### config.mk
export PLATFORM = sky130hd
export DESIGN_NAME = btn_pulse_repeater
export DESIGN_NICKNAME = d
export VERILOG_FILES = /design/src/rtl/btn_pulse_repeater_pkg.sv /design/src/rtl/btn_pulse_repeater.sv
export SDC_FILE = /design/constraint.sdc
export NUM_CORES = 1
export LEC_CHECK = 0
export ABC_AREA = 0
export BUFFER_PORTS_ARGS = -buffer_cell sky130_fd_sc_hd__buf_2
export CORE_ASPECT_RATIO = 1.25
export CORE_MARGIN = 5
export CORE_UTILIZATION = 63
export CTS_BUF_LIST = sky130_fd_sc_hd__clkbuf_2 sky130_fd_sc_hd__clkbuf_4 sky130_fd_sc_hd__clkbuf_8
export DETAILED_ROUTE_END_ITERATION = 12
export GPL_ROUTABILITY_DRIVEN = 0
export PLACE_DENSITY = 0.86
export SYNTH_ARGS = -nofsm -noshare
export SYNTH_HDL_FRONTEND = slang
export SYNTH_SLANG_ARGS = --single-unit
### constraint.sdc
create_clock -name clk -period 2.9 [get_ports clk]
set_clock_uncertainty 0.1 [all_clocks]
set_input_delay 0.87 -clock clk [delete_from_list [all_inputs] [get_ports clk]]
set_output_delay 0.87 -clock clk [all_outputs]
set_load 0.02 [all_outputs]
### src/rtl/btn_pulse_repeater_pkg.sv
// rtl/btn_pulse_repeater_pkg.sv - shared state encodings and widths for btn_pulse_repeater
package btn_pulse_repeater_pkg;

  // FSM state encodings
  typedef enum logic [1:0] {
    ST_IDLE   = 2'd0,
    ST_DELAY  = 2'd1,
    ST_REPEAT = 2'd2
  } state_e;

  // Repeat counter width and its saturation value
  localparam int RPT_CNT_W = 8;
  localparam logic [RPT_CNT_W-1:0] RPT_CNT_MAX = {RPT_CNT_W{1'b1}};

endpackage

### src/rtl/btn_pulse_repeater.sv
// rtl/btn_pulse_repeater.sv - press/release/auto-repeat pulse generator (optional accel: BTN_REPEAT_ACCEL_EN)
module btn_pulse_repeater
  import btn_pulse_repeater_pkg::*;
#(
  parameter int CNT_W         = 24,
  parameter int HOLD_DELAY    = 10,
  parameter int REPEAT_PERIOD = 4,
  parameter int ACCEL_AFTER   = 3
) (
  input  logic clk,
  input  logic rst_n,
  input  logic level_in,
  input  logic en,
  output logic press_pulse,
  output logic repeat_pulse,
  output logic release_pulse,
  output logic held
);

  // Halved period once accelerated, never below one cycle
  localparam int ACCEL_PERIOD = ((REPEAT_PERIOD >> 1) < 1) ? 1 : (REPEAT_PERIOD >> 1);

`ifdef BTN_REPEAT_ACCEL_EN
  localparam bit ACCEL_ON = 1'b1;
`else
  localparam bit ACCEL_ON = 1'b0;
`endif

  state_e                 state_q, state_d;
  logic [CNT_W-1:0]       cnt_q, cnt_d;
  logic [RPT_CNT_W-1:0]   rpt_cnt_q, rpt_cnt_d;
  logic                   level_q;
  logic                   press_q, press_d;
  logic                   repeat_q, repeat_d;
  logic                   release_q, release_d;
  logic                   held_q;

  logic                   rise;
  logic [CNT_W-1:0]       period_m1;
  logic [CNT_W-1:0]       term_cnt;

  assign rise = level_in & ~level_q;

  // Repeat interval shortens once enough repeats have gone out (only when accel is built in)
  assign period_m1 = (ACCEL_ON && (rpt_cnt_q >= RPT_CNT_W'(ACCEL_AFTER)))
                   ? CNT_W'(ACCEL_PERIOD - 1)
                   : CNT_W'(REPEAT_PERIOD - 1);

  assign term_cnt = (state_q == ST_DELAY) ? CNT_W'(HOLD_DELAY - 1) : period_m1;

  // Next-state and pulse decode; disable beats release, release beats a terminal count
  always_comb begin
    state_d   = state_q;
    cnt_d     = cnt_q;
    rpt_cnt_d = rpt_cnt_q;
    press_d   = 1'b0;
    repeat_d  = 1'b0;
    release_d = 1'b0;
    case (state_q)
      ST_IDLE: begin
        if (rise && en) begin
          state_d = ST_DELAY;
          cnt_d   = '0;
          press_d = 1'b1;
        end
      end
      ST_DELAY, ST_REPEAT: begin
        if (!en) begin
          state_d   = ST_IDLE;
          cnt_d     = '0;
          rpt_cnt_d = '0;
        end else if (!level_in) begin
          state_d   = ST_IDLE;
          cnt_d     = '0;
          rpt_cnt_d = '0;
          release_d = 1'b1;
        end else if (cnt_q == term_cnt) begin
          state_d  = ST_REPEAT;
          cnt_d    = '0;
          repeat_d = 1'b1;
          if (rpt_cnt_q != RPT_CNT_MAX) begin
            rpt_cnt_d = rpt_cnt_q + 1'b1;
          end
        end else begin
          cnt_d = cnt_q + 1'b1;
        end
      end
      default: begin
        state_d   = ST_IDLE;
        cnt_d     = '0;
        rpt_cnt_d = '0;
      end
    endcase
  end

  // State, counters and registered outputs; held tracks the state being entered
  always_ff @(posedge clk or negedge rst_n) begin
    if (!rst_n) begin
      state_q   <= ST_IDLE;
      cnt_q     <= '0;
      rpt_cnt_q <= '0;
      level_q   <= 1'b0;
      press_q   <= 1'b0;
      repeat_q  <= 1'b0;
      release_q <= 1'b0;
      held_q    <= 1'b0;
    end else begin
      state_q   <= state_d;
      cnt_q     <= cnt_d;
      rpt_cnt_q <= rpt_cnt_d;
      level_q   <= level_in;
      press_q   <= press_d;
      repeat_q  <= repeat_d;
      release_q <= release_d;
      held_q    <= (state_d != ST_IDLE);
    end
  end

  assign press_pulse   = press_q;
  assign repeat_pulse  = repeat_q;
  assign release_pulse = release_q;
  assign held          = held_q;

endmodule

==> qor.yml, run 1 <==
outcome:
  status: "complete, no violations"
global_route:
  grt_pass1_wl_mm: 5.982
  grt_max_degree: 32
  grt_pass1_vias: 1386
  overflow: 0
  antenna_found_initial: 0
  grt_usage_pct: 20.85
synth:
  synth.most_common_cell: "dfrtp_1"
  synth.distinct_cells: 37
  synth_area_leaders: "dfrtp_1 (47%), xor2_1 (6.4%), nor2_1 (4.6%)"
  ys_seq_elements: 31
  yosys_warnings: 0
  synthCells: 171
  yosysSeqAreaShare_pct: 47.11
  synth_edf_count: 0
  synth_top_area_share_pct: 47.11
  syn-mean-instance-area_um2: 9.629
  synth_common_cells: "dfrtp_1 (31), nor2_1 (20), nand3_1 (14), nand2_1 (12), xor2_1 (12)"
  async_flop_share_pct: 100.0
  synth_flop_cell: "dfrtp_1"
  yosysTopAreaCell: "dfrtp_1"
  syn_nets: 179
  synth_area_mm2: 0.001647
clocking:
  clk_latency_ns: 0.34
  cts_resized: 0
  path_clk_slew_ns: 0.10
  htree_levels: 2
  post_cts_buffers: 0
  cts_tree: "done"
  cts_inserted_buffers: 5
  clk_path_buf_depth: 2
  clock-sinks: 31
  ctsHoldBuffers: 0
  cts_root_buf: "clkbuf_4"
pwr:
  power_density_mw_per_mm2: 530.9
  p_leak_nw: 0.7904
  ir_drop_v: 0.0003715
critical_path:
  critPathMaxFanout: 15
  arrival_ns: 2.59
  endpoint_kind: "flop"
  path_class: "flop to flop"
  required_ns: 3.01
  startpoint_type: "flop"
final_layout:
  area_delta_synth_final_pct: 6.763
  n_antenna_cell: 0
  fin_nets: 187
  final_cells: 212
  final_area_mm2: 0.001758
  ff_latch_area_um2: 775.7
  drive_above_1_share_pct: 10.61
  fill_cells: 185
  multi_input_area_um2: 812.0
detailed_routing:
  viasPerCell: 6.330
  drt_iter0_markers: 80
  drcViolationCount: 0
  num_vias: 1342
  wl_per_cell_um: 16.12
  ant_nets: 0
  routed_wirelength_mm: 3.417
  firstDrtPassIters: 4
sta:
  hold_viol_final: 0
  fmax_ghz: 0.4042
  final.setup.tns_ns: 0
  holdWs_ns: 0.4522
  worstMarginPinSlew_ns: 0.7277
  slew_headroom_pct: 51.49
  maxSlewViolCount: 0
  setup_viol: 0
  timing.final.ws_setup_ns: 0.4260
  min_period_over_period_pct: 85.31
  fin_crit_ns: 2.474
  rsz0062_at_grt: "no"
floorplan:
  core_mm2: 0.002477
  die_area_mm2: 0.003742
  die_x_um: 55.73
  initial_core_util_pct: 66.46
  pin_count: 8
  row_count: 20
  die_h_um: 67.16
placed_design:
  io_buffer_count: 7
  place_area_mm2: 0.001702
  placed_cells: 205
  place_ws_ns: 0.3455
  place_hpwl_mm: 2.354
job:
  max_cap_violations: 0
worst_hold_path:
  min_path_type: "flop to flop"
[cell families after synthesis]
kind of cell / share of synthesized area [%]
xor gates and xnor gates: 7.979
muxes: 1.216
DFF: 47.11
AOI/OAI and AO/OA: 10.03
and+or+nand+nor: 26.97
adders and majority gates: 3.040
buffers and inverters: 3.647
[path summary, 6_finish.rpt]
path	from	end	slack [ns]	cells after the start
min in group asynchronous	rst_n	repeat_pulse$_DFF_PN0_	0.46	1
hold reg to reg	cnt_q[10]$_DFFE_PN0P_	cnt_q[10]$_DFFE_PN0P_	0.45	1
setup / recovery	state_q[0]$_DFF_PN0_	cnt_q[16]$_DFFE_PN0P_	0.43	6
max in group asynchronous	rst_n	cnt_q[22]$_DFFE_PN0P_	1.79	1
hold / removal	cnt_q[10]$_DFFE_PN0P_	cnt_q[10]$_DFFE_PN0P_	0.45	1
setup reg to reg	state_q[0]$_DFF_PN0_	cnt_q[16]$_DFFE_PN0P_	0.43	6
[per-layer routing]
layer	global-route usage, %	share of wire (%)
met5	0	0
met4	10.64	3.2
met3	7.266	6.1
met2	36.54	48
met1	22.45	42
[per-stage QoR]
| step | utilization, % | power (mW) |
|---|---|---|
| after global routing | 70.96 | 0.9906 |
| after global placement | 68.69 | 0.6735 |
| after detailed placement | 68.69 | 0.6859 |
| after floorplan | - | 0.6251 |
| final | 70.96 | 0.9333 |
| after CTS | 70.96 | 0.9365 |
[cell type report]
class / count / area share [%]
Inverter: 8 / 1.708
Clock inverter: 1 / 0.2847
Tap cell: 33 / 2.349
Clock buffer: 6 / 2.918
Timing Repair Buffer: 8 / 2.420
Multi-Input combinational cell: 125 / 46.19
Sequential cell: 31 / 44.13
[cell usage in the layout (no fill, tap or decap), drive strengths merged, types with 2 or more instances in the layout]
cell type,instances
a31oi,2
and4,4
xnor2,3
mux2i,2
a21oi,8
nor4,4
dfrtp,31
nand4,10
nand3,14
nand3b,2
inv,8
buf,8
a2111oi,2
and2,3
a211oi,2
nand2b,2
clkbuf,6
and3,5
o21ai,3
nand2,12
xor2,12
ha,4
nor2,21
[registers in the layout (all words and copies together), names as in the netlist]
register,cells
cnt_q,24
held,1
level_q,1
press_pulse,1
release_pulse,1
repeat_pulse,1
state_q,2
[power breakdown]
group	switching (mW)	internal, mW	total (mW)	leakage [nW]
clock network	0.144	0.112	0.256	0.0341
registers	0.0182	0.452	0.471	0.428
logic	0.145	0.0620	0.207	0.328
total	0.307	0.627	0.933	0.790
[worst max-delay path, stage by stage (launching register included)]
cell       delay, ns
dfrtp_1         0.45
ha_1            0.24
or3b_1          0.40
a2111oi_4       0.43
a21oi_2         0.27
nor2_4          0.36
nor2_1          0.10
(Power assumes the default switching activity.)
==> inputs of run 2 (changes only) <==
--- a/config.mk
+++ b/config.mk
@@ -5,11 +5,11 @@
 export SDC_FILE = /design/constraint.sdc
 export NUM_CORES = 1
 export LEC_CHECK = 0
-export ABC_AREA = 0
+export ABC_AREA = 1
 export BUFFER_PORTS_ARGS = -buffer_cell sky130_fd_sc_hd__buf_2
-export CORE_ASPECT_RATIO = 1.25
+export CORE_ASPECT_RATIO = 1.75
 export CORE_MARGIN = 5
-export CORE_UTILIZATION = 63
+export CORE_UTILIZATION = 64
 export CTS_BUF_LIST = sky130_fd_sc_hd__clkbuf_2 sky130_fd_sc_hd__clkbuf_4 sky130_fd_sc_hd__clkbuf_8
 export DETAILED_ROUTE_END_ITERATION = 12
 export GPL_ROUTABILITY_DRIVEN = 0
==> run 2 against run 1 <==
Fmax increased by 19%; core utilization grew 1.7 points; sequential power about the same; combinational power up 48%; die area is 23% higher; via count increased by 53%; highest routed layer unchanged.
==> qor.yml, run 2 <==
detailed_routing:
  drt_iter0_markers: 106  # +33%
  ant_nets: 0  # unchanged
  num_vias: 2055  # +53%
  firstDrtPassIters: 5  # +1
  wl_per_cell_um: 14.36  # -11%
  viasPerCell: 5.724  # -9.6%
  drcViolationCount: 0  # unchanged
  routed_wirelength_mm: 5.154  # +51%
worst_hold_path:
  min_path_type: "flop to flop"
final_layout:
  final_common_cell: "nand2_1"
  fill_cells: 267  # +44%
  largest-register: "cnt_q"
  drive_above_1_share_pct: 14.87  # +4.3 points
  largest_register_ff_count: 24  # unchanged
  multi_input_area_mm2: 0.001165  # +43%
  fin_nets: 323  # +73%
  reg.largest.list: "cnt_q (24), state_q (2)"
  layout_common_cells: "nand2_1 (77), nor2_1 (47), nand3_1 (36)"
  area_delta_synth_final_pct: 9.430
  ff_latch_area_um2: 775.7  # unchanged
  n_antenna_cell: 0  # unchanged
placed_design:
  place_hpwl_mm: 3.821  # +62%
  io_buffer_count: 7  # unchanged
  place_ws_ns: 0.6842  # +0.3387 ns
floorplan:
  row_count: 27  # +35%
  core_mm2: 0.003176  # +28%
  pin_count: 8  # unchanged
  initial_core_util_pct: 66.43  # about the same
  die_x_um: 53.40  # -4.2%
  die_area_mm2: 0.004590  # +23%
  die_h_um: 85.95  # +28%
critical_path:
  ff2ff_setup_slack_ns: 0.83  # +0.40 ns
  max_stage_delay_ns: 0.48  # +0.03 ns
  critPathMaxFanout: 9  # -6
  endpoint_kind: "flop"
  path_class: "flop to flop"
  arrival_ns: 2.19  # -0.40 ns
  startpoint_type: "flop"
  crit_family: "simple AND/OR/NAND/NOR gates"
  cp_cell_sequence: "inv_1 -> ha_1 -> inv_1 -> nor2_2 -> o21ai_1 -> nand2_1 -> nand2_1 -> nor2_2"
  critPathBufInv: 2  # +2
  critPathSlowestCell: "ha_1"
  required_ns: 3.02  # about the same
synth:
  yosysSeqAreaShare_pct: 36.77  # -10 points
  synth_edf_count: 0  # unchanged
  syn_nets: 311  # +74%
  muxShareOfSynthArea_pct: 0  # -1.2 points
  synth-compound-area-share_pct: 5.338  # -4.7 points
  synth_flop_cell: "dfrtp_1"
  ys_seq_elements: 31  # unchanged
  synth_top_family_by_area: "simple AND/OR/NAND/NOR gates"
  synth-xor-area-share_pct: 1.246  # -6.7 points
  synth.most_common_cell: "nand2_1"
  syn-mean-instance-area_um2: 6.962  # -28%
  synth_top_area_share_pct: 36.77  # -10 points
  async_flop_share_pct: 100.0  # unchanged
  synth-adder-area-share_pct: 2.372  # -0.67 points
  synth_area_mm2: 0.002110  # +28%
  synth.distinct_cells: 30  # -19%
  synth_area_leaders: "dfrtp_1 (37%), nand2_1 (14%), nand3_1 (8.5%)"
  synth_simple_gate_area_share_pct: 46.26  # +19 points
  yosys_warnings: 0  # unchanged
  synth_common_cells: "nand2_1 (77), nor2_1 (47), nand3_1 (36), inv_1 (34), dfrtp_1 (31)"
  synthCells: 303  # +77%
  yosysTopAreaCell: "dfrtp_1"
sta:
  final.setup.tns_ns: 0  # unchanged
  slew_headroom_pct: 52.46  # +0.98 points
  worstMarginPinSlew_ns: 0.7131  # -0.01465 ns
  fin_crit_ns: 2.072  # -0.4021 ns
  fmax_ghz: 0.4827  # +19%
  timing.final.ws_setup_ns: 0.8281  # +0.4021 ns
  hold_viol_final: 0  # unchanged
  maxSlewViolCount: 0  # unchanged
  rsz0062_at_grt: "no"
  min_period_over_period_pct: 71.44  # -14 points
  setup_viol: 0  # unchanged
global_route:
  grt_max_degree: 32  # unchanged
  grt_pass1_wl_mm: 8.756  # +46%
  grt_util_met2_pct: 43.80  # +7.3 points
  overflow: 0  # unchanged
  busiest_layer: "met2"
  antenna_found_initial: 0  # unchanged
  met1_usage_pct: 27.38  # +4.9 points
  grt_pass1_vias: 2016  # +45%
  grt_usage_pct: 25.62  # +4.8 points
  gr-usage-met3_pct: 5.739  # -1.5 points
pwr:
  p_leak_nw: 1.117  # +41%
  ir_drop_v: 0.0005399  # +45%
  power_density_mw_per_mm2: 530.1  # -0.14%
clocking:
  cts_inserted_buffers: 5  # unchanged
  post_cts_buffers: 0  # unchanged
  ctsHoldBuffers: 0  # unchanged
  cts_resized: 0  # unchanged
  clk_path_buf_depth: 2  # unchanged
  cts_root_buf: "clkbuf_8"
  htree_levels: 2  # unchanged
  clk_latency_ns: 0.29  # -0.05 ns
  cts_tree: "done"
  clock-sinks: 31  # unchanged
  path_clk_slew_ns: 0.07  # -0.03 ns
outcome:
  status: "complete, no violations"
job:
  max_cap_violations: 0  # unchanged
[run 2: stage by stage]
step                      util (%)  instance area (µm²)  power, mW  cells  hold slack, ns
after global routing         72.70                 2308      1.279    359          0.4433
after floorplan                  -                 2110     0.6873    303          0.3707
after CTS                    72.70                 2308      1.223    359          0.4178
final                        72.70                 2308      1.224    359          0.4245
after detailed placement     68.99                 2191     0.7811    351          0.3994
after global placement       68.99                 2191     0.7743    351          0.3855
[run 2: final timing paths]
kind,start,endpoint,cells past startpoint
min in group asynchronous,rst_n,cnt_q[7]$_DFFE_PN0P_,1
worst max register to register,state_q[0]$_DFF_PN0_,cnt_q[15]$_DFFE_PN0P_,8
worst min-delay path,cnt_q[23]$_DFFE_PN0P_,cnt_q[23]$_DFFE_PN0P_,2
worst max-delay path,state_q[0]$_DFF_PN0_,cnt_q[15]$_DFFE_PN0P_,8
worst min register to register,cnt_q[23]$_DFFE_PN0P_,cnt_q[23]$_DFFE_PN0P_,2
max in group asynchronous,rst_n,cnt_q[16]$_DFFE_PN0P_,1
[run 2: area by class of cell]
| cell class | count | share of cell area, % |
|---|---|---|
| Multi-Input combinational cell | 229 | 50.46 |
| Sequential cell | 31 | 33.60 |
| Tap cell | 43 | 2.331 |
| Clock inverter | 2 | 1.518 |
| Timing Repair Buffer | 9 | 2.168 |
| Inverter | 39 | 6.341 |
| Clock buffer | 6 | 3.577 |
[run 2: worst reg2reg max path: stages, from the launching register on]
cell     delay [ns]
dfrtp_1        0.39
inv_1          0.06
ha_1           0.48
inv_1          0.15
nor2_2         0.29
o21ai_1        0.14
nand2_1        0.20
nand2_1        0.09
nor2_2         0.08
[run 2: kinds of logic after synthesis]
logic type / Yosys count
flops: 31
buf+inv: 43
fa+ha+maj: 4
compound gates: 17
simple gates: 205
xor+xnor: 3
[run 2: metal layers]
| layer | part of all wire (%) | wire [µm] |
|---|---|---|
| met2 | 52 | 2686 |
| met1 | 37 | 1898 |
| met3 | 6.5 | 336 |
| met5 | 0 | 0 |
| met4 | 4.5 | 233 |
[run 2: report_power, final]
part	switching, mW	internal, mW
combinational	0.224	0.0828
sequential	0.0158	0.453
clock	0.170	0.278
==> inputs of run 3 (changes only) <==
==> constraint.sdc (replaced) <==
create_clock -name clk -period 2.05 [get_ports clk]
set_clock_uncertainty 0.1 [all_clocks]
set_input_delay 0.615 -clock clk [delete_from_list [all_inputs] [get_ports clk]]
set_output_delay 0.615 -clock clk [all_outputs]
set_load 0.02 [all_outputs]
==> run 3 against run 2 <==
Setup slack worse by 0.61 ns; sequential share of layout area down 0.45 points; global-route usage up 1.4 points; via count down 0.15%; combinational power up 45%; non-clock buffer count up 4; clock power up 33%; clock-buffer cell count unchanged; die area unchanged.
==> qor.yml, run 3 (same netlist as run 2, synthesis figures left out) <==
floorplan:
  initial_core_util_pct: 66.43  # unchanged
  row_count: 27  # unchanged
  pin_count: 8  # unchanged
  die_x_um: 53.40  # unchanged
  core_mm2: 0.003176  # unchanged
  die_area_mm2: 0.004590  # unchanged
  die_h_um: 85.95  # unchanged
final_layout:
  largest-register: "cnt_q"
  final_area_mm2: 0.002340  # +1.4%
  fin_nets: 327  # +1.2%
  final_cells: 362  # +0.84%
  post-route-util_pct: 73.68  # +0.99 points
  final_common_cell: "nand2_1"
  drive_above_1_share_pct: 15.67  # +0.80 points
  n_antenna_cell: 0  # unchanged
  area_delta_synth_final_pct: 10.91
  fill_cells: 292  # +9.4%
  layout_common_cells: "nand2_1 (77), nor2_1 (47), nand3_1 (36)"
  reg.largest.list: "cnt_q (24), state_q (2)"
  largest_register_ff_count: 24  # unchanged
clocking:
  clk_latency_ns: 0.29  # about the same
  cts_inserted_buffers: 5  # unchanged
  clk_path_buf_depth: 2  # unchanged
  clock-sinks: 31  # unchanged
  post_cts_buffers: 0  # unchanged
  cts_resized: 0  # unchanged
  cts_root_buf: "clkbuf_8"
  path_clk_slew_ns: 0.07  # about the same
  cts_tree: "done"
  ctsHoldBuffers: 0  # unchanged
  htree_levels: 2  # unchanged
critical_path:
  critPathMaxFanout: 4  # -5
  startpoint_type: "flop"
  endpoint_kind: "flop"
  path_class: "flop to flop"
  required_ns: 2.12  # -0.90 ns
  arrival_ns: 1.90  # -0.29 ns
detailed_routing:
  routed_wirelength_mm: 5.334  # +3.5%
  wl_per_cell_um: 14.73  # +2.6%
  drt_iter0_markers: 143  # +35%
  viasPerCell: 5.669  # -0.97%
  firstDrtPassIters: 4  # -1
  drcViolationCount: 0  # unchanged
  num_vias: 2052  # -0.15%
  ant_nets: 0  # unchanged
outcome:
  status: "complete, no violations"
sta:
  rsz0062_at_grt: "no"
  setup_viol: 0  # unchanged
  fmax_ghz: 0.5464  # +13%
  hold_viol_final: 0  # unchanged
  holdWs_ns: 0.1580  # -0.2665 ns
  final.setup.tns_ns: 0  # unchanged
  slew_headroom_pct: 71.33  # +19 points
  timing.final.ws_setup_ns: 0.2200  # -0.6081 ns
  maxSlewViolCount: 0  # unchanged
  min_period_over_period_pct: 89.27  # +18 points
  worstMarginPinSlew_ns: 0.4301  # -0.2830 ns
  fin_crit_ns: 1.830  # -0.2419 ns
pwr:
  power_density_mw_per_mm2: 729.6  # +38%
  ir_drop_v: 0.0008208  # +52%
  p_comb_share_pct: 26.1  # +1.0 points
  p_leak_nw: 1.135  # +1.6%
  finalPower_mw: 1.707  # +39%
  swShare_pct: 33.02  # -0.49 points
  switchingPower_mw: 0.5637  # +37%
  internal_power_mw: 1.143  # +41%
  pwr-share-seq_pct: 38.9  # +0.6 points
  clkPwrFrac_pct: 34.9  # -1.7 points
job:
  max_cap_violations: 0  # unchanged
global_route:
  grt_pass1_vias: 2117  # +5.0%
  antenna_found_initial: 0  # unchanged
  overflow: 0  # unchanged
  grt_pass1_wl_mm: 9.156  # +4.6%
  grt_usage_pct: 27.03  # +1.4 points
  grt_max_degree: 18  # -44%
placed_design:
  place_ws_ns: 0.2076  # -0.4766 ns
  io_buffer_count: 7  # unchanged
  place_area_mm2: 0.002233  # +1.9%
  place_hpwl_mm: 4.164  # +9.0%
  placed_cells: 355  # +1.1%
worst_hold_path:
  min_path_type: "primary input to asynchronous set/reset pin"
## run 3: cell count changes in the layout (fill, tap and decap cells not counted)
cell      delta
clkbuf_8     -1
clkinv_2     -1
clkbuf_4     +1
buf_4        +3
buf_12       +1
## run 3: cell type report
cell class | instances | area [µm²] | area share, %
clock buffers | 6 | 76.32 | 3.262
flip-flops and latches | 31 | 775.7 | 33.16
multi-input cells | 229 | 1165 | 49.79
clock inverters | 1 | 30.03 | 1.283
repair buffers | 13 | 92.59 | 3.957
inverters | 39 | 146.4 | 6.257
well taps | 43 | 53.80 | 2.299
## run 3: worst max-delay path, stage by stage, from the launching register on
cell and delay, ns:
dfrtp_1 0.42, ha_1 0.23, nor2_1 0.10, nand2_1 0.05, o21ai_1 0.14, nand2_1 0.11
nor2_1 0.18, nor2_1 0.09, nor2_2 0.20, nor2_1 0.08
## run 3: per-layer routing
| metal | vias up | GRT usage (%) | part of all wire (%) |
|---|---|---|---|
| met3 | 41 | 5.565 | 4.3 |
| met4 | 0 | 20.47 | 6.7 |
| met1 | 925 | 28.43 | 38 |
| met2 | 86 | 44.92 | 51 |
| met5 | - | 0 | 0 |
| li1 | 1000 | - | - |
## run 3: path summary, 6_finish.rpt
kind                                        from               endpoint  slack, ns  cells after the start
setup / recovery            state_q[0]$_DFF_PN0_  cnt_q[20]$_DFFE_PN0P_       0.22                      9
hold / removal                             rst_n   cnt_q[7]$_DFFE_PN0P_       0.16                      1
setup reg to reg            state_q[0]$_DFF_PN0_  cnt_q[20]$_DFFE_PN0P_       0.22                      9
hold reg to reg            cnt_q[23]$_DFFE_PN0P_  cnt_q[23]$_DFFE_PN0P_       0.43                      2
max in group asynchronous                  rst_n  cnt_q[20]$_DFFE_PN0P_       1.27                      2
min in group clk           cnt_q[23]$_DFFE_PN0P_  cnt_q[23]$_DFFE_PN0P_       0.43                      2
## run 3: power by group through the flow
stage,sequential (mW),clock (mW),combinational (mW)
finish,0.665,0.596,0.446
CTS,0.664,0.599,0.444
floorplan,0.689,0,0.283
global route,0.668,0.630,0.490
global placement,0.673,0,0.433
detailed placement,0.675,0,0.441
